File: config.mk
export PLATFORM = sky130hd
export DESIGN_NAME = redop_seq_ctrl
export DESIGN_NICKNAME = d
export VERILOG_FILES = /design/src/rtl/redop_seq_ctrl.sv
export SDC_FILE = /design/constraint.sdc
export NUM_CORES = 1
export LEC_CHECK = 0
export ABC_AREA = 1
export ABC_CLOCK_PERIOD_IN_PS = 1600
export BUFFER_PORTS_ARGS = -buffer_cell sky130_fd_sc_hd__buf_2
export CAP_MARGIN = 20
export CORE_MARGIN = 2
export CORE_UTILIZATION = 25
export CTS_BUF_LIST = sky130_fd_sc_hd__clkbuf_16
export DETAILED_ROUTE_END_ITERATION = 6
export SLEW_MARGIN = 20
export SYNTH_ARGS = -nofsm -noshare
export SYNTH_HDL_FRONTEND = slang
export SYNTH_SLANG_ARGS = --single-unit
File: constraint.sdc
create_clock -name clk -period 1.6 [get_ports clk]
set_input_delay 0.32 -clock clk [delete_from_list [all_inputs] [get_ports clk]]
set_output_delay 0.32 -clock clk [all_outputs]
set_load 0.02 [all_outputs]
File: src/rtl/redop_seq_ctrl.sv
// Multi-cycle reduction sequencer: folds a DATA_W operand CHUNK_W bits per cycle (&,|,~&,~|,^,~^).
// Optional build macro REDOP_EARLY_EXIT_EN lets AND/OR-class ops leave RUN as soon as the result is decided.
module redop_seq_ctrl #(
  parameter int DATA_W  = 32,
  parameter int CHUNK_W = 4
) (
  input  logic              clk,
  input  logic              rst_n,
  input  logic              in_valid,
  output logic              in_ready,
  input  logic [DATA_W-1:0] in_data,
  input  logic [2:0]        in_op,
  output logic              out_valid,
  input  logic              out_ready,
  output logic              out_y,
  output logic              out_err,
  output logic              busy
);

  localparam int NCHUNK = (DATA_W + CHUNK_W - 1) / CHUNK_W;
  localparam int PAD_W  = NCHUNK * CHUNK_W;
  localparam int CNT_W  = $clog2(NCHUNK + 1);

  typedef enum logic [1:0] {IDLE, RUN, DONE} state_t;

  // Handshakes: a transfer happens on a rising edge where valid && ready are both high;
  // valid is never withdrawn and the payload never changes until that transfer.
  state_t             state, state_n;
  logic [PAD_W-1:0]   data_r, pad_data;
  logic [2:0]         op_r;
  logic               acc, err_r;
  logic [CNT_W-1:0]   cnt;

  logic               accept, fold_en;
  logic               in_ident, in_legal;
  logic               is_and, is_or, inv;
  logic [CHUNK_W-1:0] chunk;
  logic               fold_val, last;

  assign in_ident = (in_op == 3'd0) || (in_op == 3'd2);
  assign in_legal = (in_op <= 3'd5);
  assign is_and   = (op_r == 3'd0) || (op_r == 3'd2);
  assign is_or    = (op_r == 3'd1) || (op_r == 3'd3);
  assign inv      = (op_r == 3'd2) || (op_r == 3'd3) || (op_r == 3'd5);
  assign chunk    = data_r[CHUNK_W-1:0];
  assign last     = (cnt == CNT_W'(NCHUNK));

  // Pad the top partial chunk with the op's identity bit so it cannot affect the result.
  always_comb begin
    pad_data = {PAD_W{in_ident}};
    pad_data[DATA_W-1:0] = in_data;
  end

  always_comb begin
    fold_val = acc ^ (^chunk);
    if (is_and)     fold_val = acc & (&chunk);
    else if (is_or) fold_val = acc | (|chunk);
  end

`ifdef REDOP_EARLY_EXIT_EN
  logic early;
  assign early = (is_and && !acc) || (is_or && acc);
`endif

  always_comb begin
    state_n = state;
    accept  = 1'b0;
    fold_en = 1'b0;
    case (state)
      IDLE: begin
        if (in_valid) begin
          accept  = 1'b1;
          state_n = RUN;
        end
      end
      RUN: begin
        // An illegal op spends one cycle here so its result appears one edge after acceptance.
        if (err_r || last) state_n = DONE;
`ifdef REDOP_EARLY_EXIT_EN
        else if (early)    state_n = DONE;
`endif
        else               fold_en = 1'b1;
      end
      DONE: begin
        if (out_ready) state_n = IDLE;
      end
      default: state_n = IDLE;
    endcase
  end

  always_ff @(posedge clk or negedge rst_n) begin
    if (!rst_n) begin
      state  <= IDLE;
      data_r <= '0;
      op_r   <= 3'd0;
      acc    <= 1'b0;
      err_r  <= 1'b0;
      cnt    <= '0;
    end else begin
      state <= state_n;
      if (accept) begin
        data_r <= pad_data;
        op_r   <= in_op;
        acc    <= in_ident;
        err_r  <= !in_legal;
        cnt    <= '0;
      end else if (fold_en) begin
        data_r <= data_r >> CHUNK_W;
        acc    <= fold_val;
        cnt    <= cnt + CNT_W'(1);
      end
    end
  end

  assign in_ready  = (state == IDLE);
  assign busy      = (state != IDLE);
  assign out_valid = (state == DONE);
  assign out_err   = out_valid && err_r;
  assign out_y     = out_valid && !err_r && (acc ^ inv);

endmodule
# Word-level counts from Yosys, hierarchy flattened

Cells that the tools add are included.

Register bits: 43
Bits of input ports: 39
Output and inout port bits: 5
Word-level logic and storage cells: 59

Add/sub/neg operators: 1
$lt $le $gt $ge: 1
Equality and inequality tests: 11
Mux-type cells: 16
Bitwise logic cells: 4
Reduce and logical (&&, ||, !) cells: 20

Operators by type and width:

| operator                                      | number |
|---|---|
| two-way mux 32 bit                            | 2 |
| == test 3 x 2 -> 1 bit, second input constant | 3 |
| two-way mux 1 bit                             | 8 |
| two-way mux 4 bit                             | 2 |
| logical NOT 3 bit                             | 2 |
| logical OR 1 bit                              | 6 |
| two-way mux 2 bit                             | 3 |
| case mux 2 bit (3 select lines)               | 1 |
| adder 4 x 1 -> 4 bit, second input constant   | 1 |
| == test 4 bit, second input constant          | 1 |
| != test 2 bit, second input constant          | 2 |
| AND reduction 4 bit                           | 1 |
| nonzero test 2 bit                            | 2 |
| OR reduction 4 bit                            | 1 |
| XOR reduction 4 bit                           | 1 |
| == test 3 x 1 -> 1 bit, second input constant | 1 |
| == test 3 bit, second input constant          | 1 |
| <= comparator 3 bit, second input constant    | 1 |
| logical AND 1 bit                             | 3 |
| AND reduction 3 bit                           | 1 |
| == test 2 x 1 -> 1 bit, second input constant | 1 |
| == test 2 bit, second input constant          | 1 |
| logical NOT 1 bit                             | 2 |
| logical NOT 2 bit                             | 1 |
| other kinds (4)                               | 5 |

# Logic depth before layout (Yosys ltp)

Gate-level depths: netlist of run 1.

Depth after elaboration: 6
Gate-level depth with buffers: 9

# Worst setup path before layout of run 1

OpenSTA, ideal clock, no wires.

Path kind: reg2out
From: register state[0]
To: output out_y
Data arrival time: 1366 ps
Required time: 1280 ps
Path slack: -86 ps
Cell stages (with the launch flop): 4
Buffers on the path: 0
Path through: dfrtp_1 nor2_1 inv_1 nor3_1

Cells in the longest elaborated chain, start to end: 3

Ends and longest elaborated chain:

| what                            | line | RTL |
|---|---|---|
| from (decl)                     | 28   | `state_t state, state_n;` |
| from (signal assigned)          | 100  | `state <= state_n;` |
| == test 2 bit                   | 117  | `assign out_valid = (state == DONE);` |
| net out_valid                   | 13   | `output logic out_valid,` |
| logical AND 1 bit (2 in series) | 119  | `assign out_y = out_valid && !err_r && (acc ^ inv);` |
| to (decl)                       | 15   | `output logic out_y,` |

The timed path passes the listed nets, and every way through them passes these cells.

# Worst setup path in the final report of run 1

From: register op_r[2]
To: output out_y

Cells in the longest elaborated chain, start to end: 5
Elaborated cells on any way between the ends: 7

Ends and longest elaborated chain:

| what                   | line | RTL |
|---|---|---|
| from (decl)            | 30   | `logic [2:0] op_r;` |
| from (signal assigned) | 103  | `op_r <= in_op;` |
| == test 3 x 2 -> 1 bit | 44   | `assign inv = (op_r == 3'd2) \|\| (op_r == 3'd3) \|\| (op_r == 3'd5);` |
| logical OR 1 bit       | 44   |  |
| logical OR 1 bit (*)   | 44   |  |
| XOR 1 bit (*)          | 119  |  |
| logical AND 1 bit (*)  | 119  |  |

Mark *: on every way between the ends. The rest lies on a longest branch, timed or not.

==> results of run 1 <==
cells by family (layout without fill, tap and decap cells):
group / Yosys count / after routing / share of synthesized area [%]
AND/OR/NAND/NOR: 125 / 125 / 23.91
buffers and inverters: 45 / 92 / 11.26
flip-flops: 43 / 43 / 46.31
AO/OA/AOI/OAI: 39 / 39 / 14.54
adder cells (fa/ha/maj): 6 / 6 / 3.231
XOR/XNOR: 2 / 2 / 0.7540
layout make-up:
class	count	area (um2)
flip-flops and latches	43	1076
fillers	971	6304
well taps	111	138.9
multi-input cells	172	1002
clock buffers	5	125.1
repair buffers	54	331.6
inverters	30	115.1
clock inverters	3	16.27
through the flow:
stage	instances	power, W
after floorplan	260	0.003892
after detailed placement	407	0.004310
final	418	0.005342
after global routing	418	0.005841
after CTS	417	0.005353
after global placement	407	0.004218
repair_timing:
item / 4_1_cts / 5_1_grt
setup buffers: 2 / 1
hold buffers: 0 / 0
pin swaps: 1 / 3
resized for setup: 3 / 6
setup endpoints to repair: 1 / 3
cloned: 0 / 0
final timing paths:
check,cells after the start,endpoint,start,slack (ps)
worst max-delay path,5,out_y,op_r[2],8
worst min-delay path,2,err_r,rst_n,6
worst max register to register,8,data_r[3],cnt[1],190
worst min register to register,2,data_r[6],data_r[10],510
max in group asynchronous,2,data_r[17],rst_n,1380
min in group clk,2,state[1],out_ready,240
synth_stat cells, drive strengths merged:
cell type / count / share of area [%]
a21oi: 5 / 1.2
buf: 15 / 6.3
dfrtp: 43 / 46
ha: 6 / 3.2
inv: 30 / 5.0
nand2: 73 / 13
nand3: 36 / 7.8
nand3b: 1 / 0.32
nor2: 13 / 2.3
nor3: 2 / 0.65
o211ai: 20 / 9.9
o21ai: 11 / 2.5
o22ai: 2 / 0.54
o31ai: 1 / 0.32
xor2: 2 / 0.75
layer usage:
layer / GRT usage (%) / wire [um]
met1: 15.06 / 2460
met2: 16.78 / 2295
met3: 2.646 / 203
met4: 2.529 / 32
met5: 0 / 0
power by group through the flow:
stage / Combinational [W] / Sequential [W] / Clock, W
floorplan: 0.00211 / 0.00178 / 0
global placement: 0.00240 / 0.00182 / 0
detailed placement: 0.00247 / 0.00184 / 0
CTS: 0.00254 / 0.00182 / 0.00100
global route: 0.00291 / 0.00188 / 0.00105
finish: 0.00254 / 0.00183 / 0.000974
critical path, cell delays in order, from the launching register on:
cell and delay, ps:
dfrtp_1 430, nand3_2 110, o21ai_2 60, xor2_1 140, nor3_2 100, buf_4 160
flip-flops by register name, indices dropped and copies added (netlist names):
register and cells:
data_r 32, cnt 4, op_r 3, state 2
acc 1, err_r 1
==> out/metrics.yaml, run 1 <==
setup-violations-final: 0
mostFrequentLayoutCells: "65 x nand2_1, 43 x dfrtp_1, 41 x buf_2, 35 x nand3_1, 26 x inv_1"
worst_slack_ps: 7.743
drt-total-wl_mm: 4.991
io_pins: 44
yosys_warnings: 0
drive_above_1_share_pct: 31.92
end_kind: "primary output"
finalCritPeriodShare_pct: 99.52
p_int_w: 0.003148
n_antenna_cell: 0
netlist_area_mm2: 0.002323
fin_nets: 351
finClkSkew_ps: 4.070
num_rows: 35
grt_pass1_vias: 1824
ant_nets: 0
p_leak_nw: 1.366
start_util_pct: 25.51
ys_ff_latch: 43
switching_share_pct: 41.08
grt-ovfl-total: 0
max_freq_mhz: 628.0
syn_inst: 260
drv_cap: 0
clock_path_buffers: 2
cts_tree: "yes"
clkLatencyLatePin_ps: 280
coreArea_mm2: 0.009109
numCtsBuffers: 5
p_seq_share_pct: 34.2
cts_sinks: 43
cp.required_ps: 1280
ys_types: 28
grt_max_degree: 44
status: "complete, no violations"
pwr-share-clk_pct: 18.2
syn_area_per_cell_um2: 8.936
start_kind: "register"
vdd_drop_max_mv: 0.8568
power_density_mw_per_mm2: 1904
place_congestion: 0.7477
comb_power_share_pct: 47.5
cp_data_arrival_time_ps: 1270
period_minus_slack_ps: 1592
syn-num-nets: 305
die_area_mm2: 0.01008
vias: 1860
syn2layout_area_growth_pct: 20.73
clk_pin_slew_ps: 60
tightestPinTransition_ps: 347.6
h-tree-depth: 2
p_sw_w: 0.002194
seq_area_frac_synth_pct: 46.31
layout_commonest_cell: "nand2_1"
dp_hpwl_mm: 3.599
slew_headroom_pct: 76.82
viasPerCell: 4.450
track_usage_pct: 10.75
hold-worst-slack_ps: 6.391
finalInstanceArea_mm2: 0.002805
root_buffer: "clkbuf_16"
drt-initial-drc-count: 60
fp.dieW_um: 100.4
io_buffers: 43
finalHoldViolCount: 0
grt_pass1_wl_mm: 8.763
min_path_type: "in -> async"
path_max_fanout: 4
place_ws_ps: 146.9
fin_setup_tns_ps: 0
post_dp_cell_area_mm2: 0.002621
drc_errors: 0
slew_violations: 0
first_pass_iters: 4
path_class: "reg -> out"
wire_per_inst_um: 11.94
fin_util_pct: 30.80
die_h_um: 100.4
antenna_found_initial: 0
rsz0062_at_grt: "yes"
Note: power is estimated with default switching activity, not from simulation.
==> run 2: changes to the inputs <==
GPL_TIMING_DRIVEN = 0   (was not set)
==> run 2 against run 1 <==
Effect of this change: critical endpoint unchanged; via count rose by 2.4%; final cell count up 0.96%; worst hold slack better by 14 ps; critical path type unchanged; first-iteration DRC count increased by 77%; register-to-register slack worse by 30 ps; worst setup slack worse by 9.2 ps; the run now ends with negative setup slack left; clock power decreased by 4.8%; die area is the same; clock-buffer cell count unchanged; final area is 1.3% higher.
==> out/metrics.yaml, run 2 (synthesis results as in run 1) <==
clk_pin_slew_ps: 60
layout_commonest_cell: "nand2_1"
regMostFlops: "data_r"
p_sw_w: 0.002273
tightestPinTransition_ps: 552.3
worst_slack_ps: -1.486
root_buffer: "clkbuf_16"
r2r_setup_slack_ps: 160
setup-violations-final: 1
finalPower_w: 0.005525
clkLatencyLatePin_ps: 280
final_cells: 422
track_usage_pct: 11.84
finalHoldViolCount: 0
reg2reg_depth: 8
violations: "negative setup slack"
fillers: 982
max_freq_mhz: 624.4
start_kind: "register"
wire_per_inst_um: 13.18
comb_power_share_pct: 50.2
finClkSkew_ps: 4.354
grt-ovfl-total: 0
end_kind: "primary output"
finalCritPeriodShare_pct: 100.1
io_buffers: 43
period_minus_slack_ps: 1601
cts_tree: "yes"
largest_reg_flops: 32
io_pins: 44
ant_nets: 0
finalInstanceArea_mm2: 0.002843
post_dp_cell_area_mm2: 0.002683
vdd_drop_max_mv: 0.6558
pwr-share-clk_pct: 16.8
first_pass_iters: 4
syn2layout_area_growth_pct: 22.35
p_int_w: 0.003251
rr_endpoint: "data_r[6]"
antenna_found_initial: 0
place_ws_ps: 174.1
drt-total-wl_mm: 5.562
clock_path_buffers: 2
drive_above_1_share_pct: 32.80
power_density_mw_per_mm2: 1943
dp_hpwl_mm: 4.135
viasPerCell: 4.514
p_leak_nw: 1.397
grt_pass1_vias: 1918
place_congestion: 0.7508
vias: 1905
mostFrequentLayoutCells: "65 x nand2_1, 44 x buf_2, 43 x dfrtp_1, 35 x nand3_1, 27 x inv_1"
p_seq_share_pct: 33.0
r2r_start: "cnt[0]"
hold-worst-slack_ps: 20.32
slew_violations: 0
drv_cap: 0
cts_sinks: 43
path_class: "reg -> out"
slew_headroom_pct: 63.18
drc_errors: 0
switching_share_pct: 41.15
h-tree-depth: 2
fp.dieW_um: 100.4
placedCellCount: 414
cp_data_arrival_time_ps: 1280
numCtsBuffers: 5
status: "finished with violations"
die_area_mm2: 0.01008
start_util_pct: 25.51
die_h_um: 100.4
num_rows: 35
grt_max_degree: 44
cp.required_ps: 1280
min_path_type: "in -> async"
n_antenna_cell: 0
coreArea_mm2: 0.009109
drt-initial-drc-count: 106
path_max_fanout: 3
fin_nets: 357
top_regs: "data_r x32, cnt x4, op_r x3"
rsz0062_at_grt: "yes"
grt_pass1_wl_mm: 9.390
[run 2: cell types whose count changed in the layout (fill, tap and decap cells not counted), moves of 2 or more]
cell	previous run	this run
buf_6	1	7
buf_2	41	44
buf_4	10	7
buf_12	2	0
buf_8	0	2
[run 2: what timing repair did]
item	4_1_cts	5_1_grt
setup endpoints to repair	1	2
hold buffers	0	0
buffers inserted	2	0
resized for setup	5	1
pin swaps	1	0
[run 2: how the worst max path moves through the flow]
stage | slack, ps | start | depth (start not counted) | endpoint
2_1_floorplan | 70 | state[0] | 3 | out_y
3_3_place_gp | 180 | cnt[0] | 7 | data_r[23]
3_5_place_dp | 170 | cnt[0] | 8 | data_r[6]
4_1_cts | 5 | op_r[1] | 6 | out_y
5_1_grt | -70 | op_r[1] | 6 | out_y
6_report | -1 | op_r[1] | 6 | out_y
[run 2: per-stage QoR]
step / TNS (ps) / util [%]
floorplan: 0 / -
global placement: 0 / 29.45
detailed placement: 0 / 29.45
CTS: 0 / 31.15
global route: -67.29 / 31.21
finish: -1.486 / 31.21
[run 2: critical path: stages (launching register included)]
cell and delay [ps]:
dfrtp_1 370, inv_2 80, nand3_2 70, o21ai_2 70
xor2_1 210, nor3_2 50, buf_4 150
[run 2: power groups by stage]
stage | Sequential (W) | Clock (W) | Combinational [W]
after floorplan | 0.00178 | 0 | 0.00211
after global placement | 0.00182 | 0 | 0.00266
after detailed placement | 0.00184 | 0 | 0.00273
after CTS | 0.00183 | 0.000942 | 0.00280
after global routing | 0.00188 | 0.000983 | 0.00311
final | 0.00183 | 0.000927 | 0.00277
[run 2: metal layers]
metal  vias up  part of all wire (%)  GRT usage (%)
met3         4                   6.4          3.412
li1        950                     -              -
met5         -                     0              0
met4         0                  0.59          2.845
met2        51                    46          19.20
met1       900                    47          15.61
[run 2: area by class of cell]
class	instances	area [um2]	area share (%)
Inverter	30	115.1	4.049
Tap cell	111	138.9	4.886
Clock buffer	5	125.1	4.401
Multi-Input combinational cell	172	1002	35.26
Clock inverter	1	3.754	0.1320
Buffer	15	146.4	5.150
Timing Repair Buffer	45	235.2	8.275
Sequential cell	43	1076	37.85
==> run 3: changes to the inputs <==
SKIP_LAST_GASP = 1   (was not set)
==> run 3 against run 2 <==
Effect of this change: the run still ends with negative setup slack left; critical path type unchanged; utilization about the same; flip-flop and latch count unchanged; critical endpoint unchanged; via count decreased by 0.52%; clock power decreased by 0.6%.
==> out/metrics.yaml, run 3 (synthesis results as in run 1) <==
syn2layout_area_growth_pct: 22.46
path_cells: "nand3_2 -> o21ai_2 -> xor2_1 -> nor3_2 -> buf_4"
placedCellCount: 414
slew_headroom_pct: 63.20
tightestPinTransition_ps: 552.0
min_path_type: "in -> async"
largest_reg_flops: 32
io_pins: 44
io_buffers: 43
drt-initial-drc-count: 106
finClkSkew_ps: 4.354
fin_setup_tns_ps: -19.50
start_util_pct: 25.51
path_class: "reg -> out"
grt_pass1_vias: 1907
worst_slack_ps: -19.50
period_minus_slack_ps: 1620
mostFrequentLayoutCells: "65 x nand2_1, 43 x buf_2, 43 x dfrtp_1, 35 x nand3_1, 27 x inv_1"
layout_commonest_cell: "nand2_1"
status: "finished with violations"
hold-worst-slack_ps: 22.73
drive_above_1_share_pct: 32.80
finalPower_w: 0.005521
finalHoldViolCount: 0
coreArea_mm2: 0.009109
first_pass_iters: 4
h-tree-depth: 2
rsz0062_at_grt: "yes"
drc_errors: 0
track_usage_pct: 11.79
r2r_start: "cnt[0]"
switching_share_pct: 41.07
cp.required_ps: 1280
finalCritPeriodShare_pct: 101.2
slew_violations: 0
drt-total-wl_mm: 5.544
die_h_um: 100.4
wire_per_inst_um: 13.14
reg2reg_depth: 8
start_kind: "register"
max_freq_mhz: 617.5
cpPeakStageDelay_ps: 410
regMostFlops: "data_r"
pwr-share-clk_pct: 16.7
ant_nets: 0
cp_data_arrival_time_ps: 1300
violations: "negative setup slack"
comb_power_share_pct: 50.3
final_cells: 422
p_sw_w: 0.002267
top_regs: "data_r x32, cnt x4, op_r x3"
clk_pin_slew_ps: 60
vias: 1895
rr_endpoint: "data_r[6]"
dp_hpwl_mm: 4.135
p_seq_share_pct: 33.1
critPathSlowestCell: "dfrtp_1"
numCtsBuffers: 5
p_int_w: 0.003253
fillers: 982
fp.dieW_um: 100.4
end_kind: "primary output"
grt_pass1_wl_mm: 9.349
place_congestion: 0.7508
drv_cap: 0
viasPerCell: 4.491
root_buffer: "clkbuf_16"
antenna_found_initial: 0
grt_max_degree: 44
power_density_mw_per_mm2: 1940
p_leak_nw: 1.399
die_area_mm2: 0.01008
n_antenna_cell: 0
r2r_setup_slack_ps: 160
grt-ovfl-total: 0
clkLatencyLatePin_ps: 280
cts-hold-fix-buffers: 0
path_max_fanout: 3
num_rows: 35
cts_tree: "yes"
setup-violations-final: 1
clock_path_buffers: 2
vdd_drop_max_mv: 0.6479
fin_nets: 357
cts_sinks: 43
run 3: cell counts in the layout (fill, tap and decap cells not counted):
Identical to the previous run, type by type.
run 3: critical path, delay by kind of cell (launching register included):
family / cells / cell delay [ps]
compound gates: 1 / 60
xor+xnor: 1 / 150
buf+inv: 1 / 160
flops: 1 / 410
simple gates: 2 / 240
run 3: cell type report:
| type | count | area (um2) | area share [%] |
|---|---|---|---|
| flip-flops and latches | 43 | 1076 | 37.82 |
| clock inverters | 1 | 3.754 | 0.1319 |
| well taps | 111 | 138.9 | 4.881 |
| multi-input cells | 172 | 1002 | 35.22 |
| clock buffers | 5 | 125.1 | 4.398 |
| plain buffers | 15 | 146.4 | 5.145 |
| repair buffers | 45 | 237.7 | 8.355 |
| inverters | 30 | 115.1 | 4.046 |
run 3: layer usage:
metal | vias up | routed length, um | track usage [%]
met5 | - | 0 | 0
met4 | 0 | 33 | 2.845
met3 | 4 | 349 | 3.412
met2 | 50 | 2538 | 19.05
met1 | 893 | 2623 | 15.61
li1 | 948 | - | -
run 3: power groups by stage:
stage	combinational [W]	clock, W	sequential [W]
after floorplan	0.00211	0	0.00178
after global placement	0.00266	0	0.00182
after detailed placement	0.00273	0	0.00184
after CTS	0.00279	0.000942	0.00182
after global routing	0.00311	0.000983	0.00188
final	0.00277	0.000921	0.00183
run 3: worst max-delay path by stage:
stage / start / endpoint / slack (ps) / depth (start not counted)
floorplan: state[0] / out_y / 70 / 3
global placement: cnt[0] / data_r[23] / 180 / 7
detailed placement: cnt[0] / data_r[6] / 170 / 8
CTS: op_r[1] / out_y / -10 / 6
global route: op_r[2] / out_y / -80 / 5
finish: op_r[2] / out_y / -20 / 5
run 3: timing repair:
action	4_1_cts	5_1_grt
pin swaps	1	2
gates resized for setup	3	4
endpoints found under the setup margin	1	2
hold endpoints to repair	0	0
buffers inserted	2	0
run 3: metrics by stage:
stage	setup slack, ps	utilization [%]	cell area (um2)
5_1_grt	-83.94	31.24	2845
6_report	-19.50	31.24	2845
3_5_place_dp	174.1	29.45	2683
4_1_cts	-13.85	31.06	2829
2_1_floorplan	66.68	-	2328
3_3_place_gp	181.7	29.45	2683
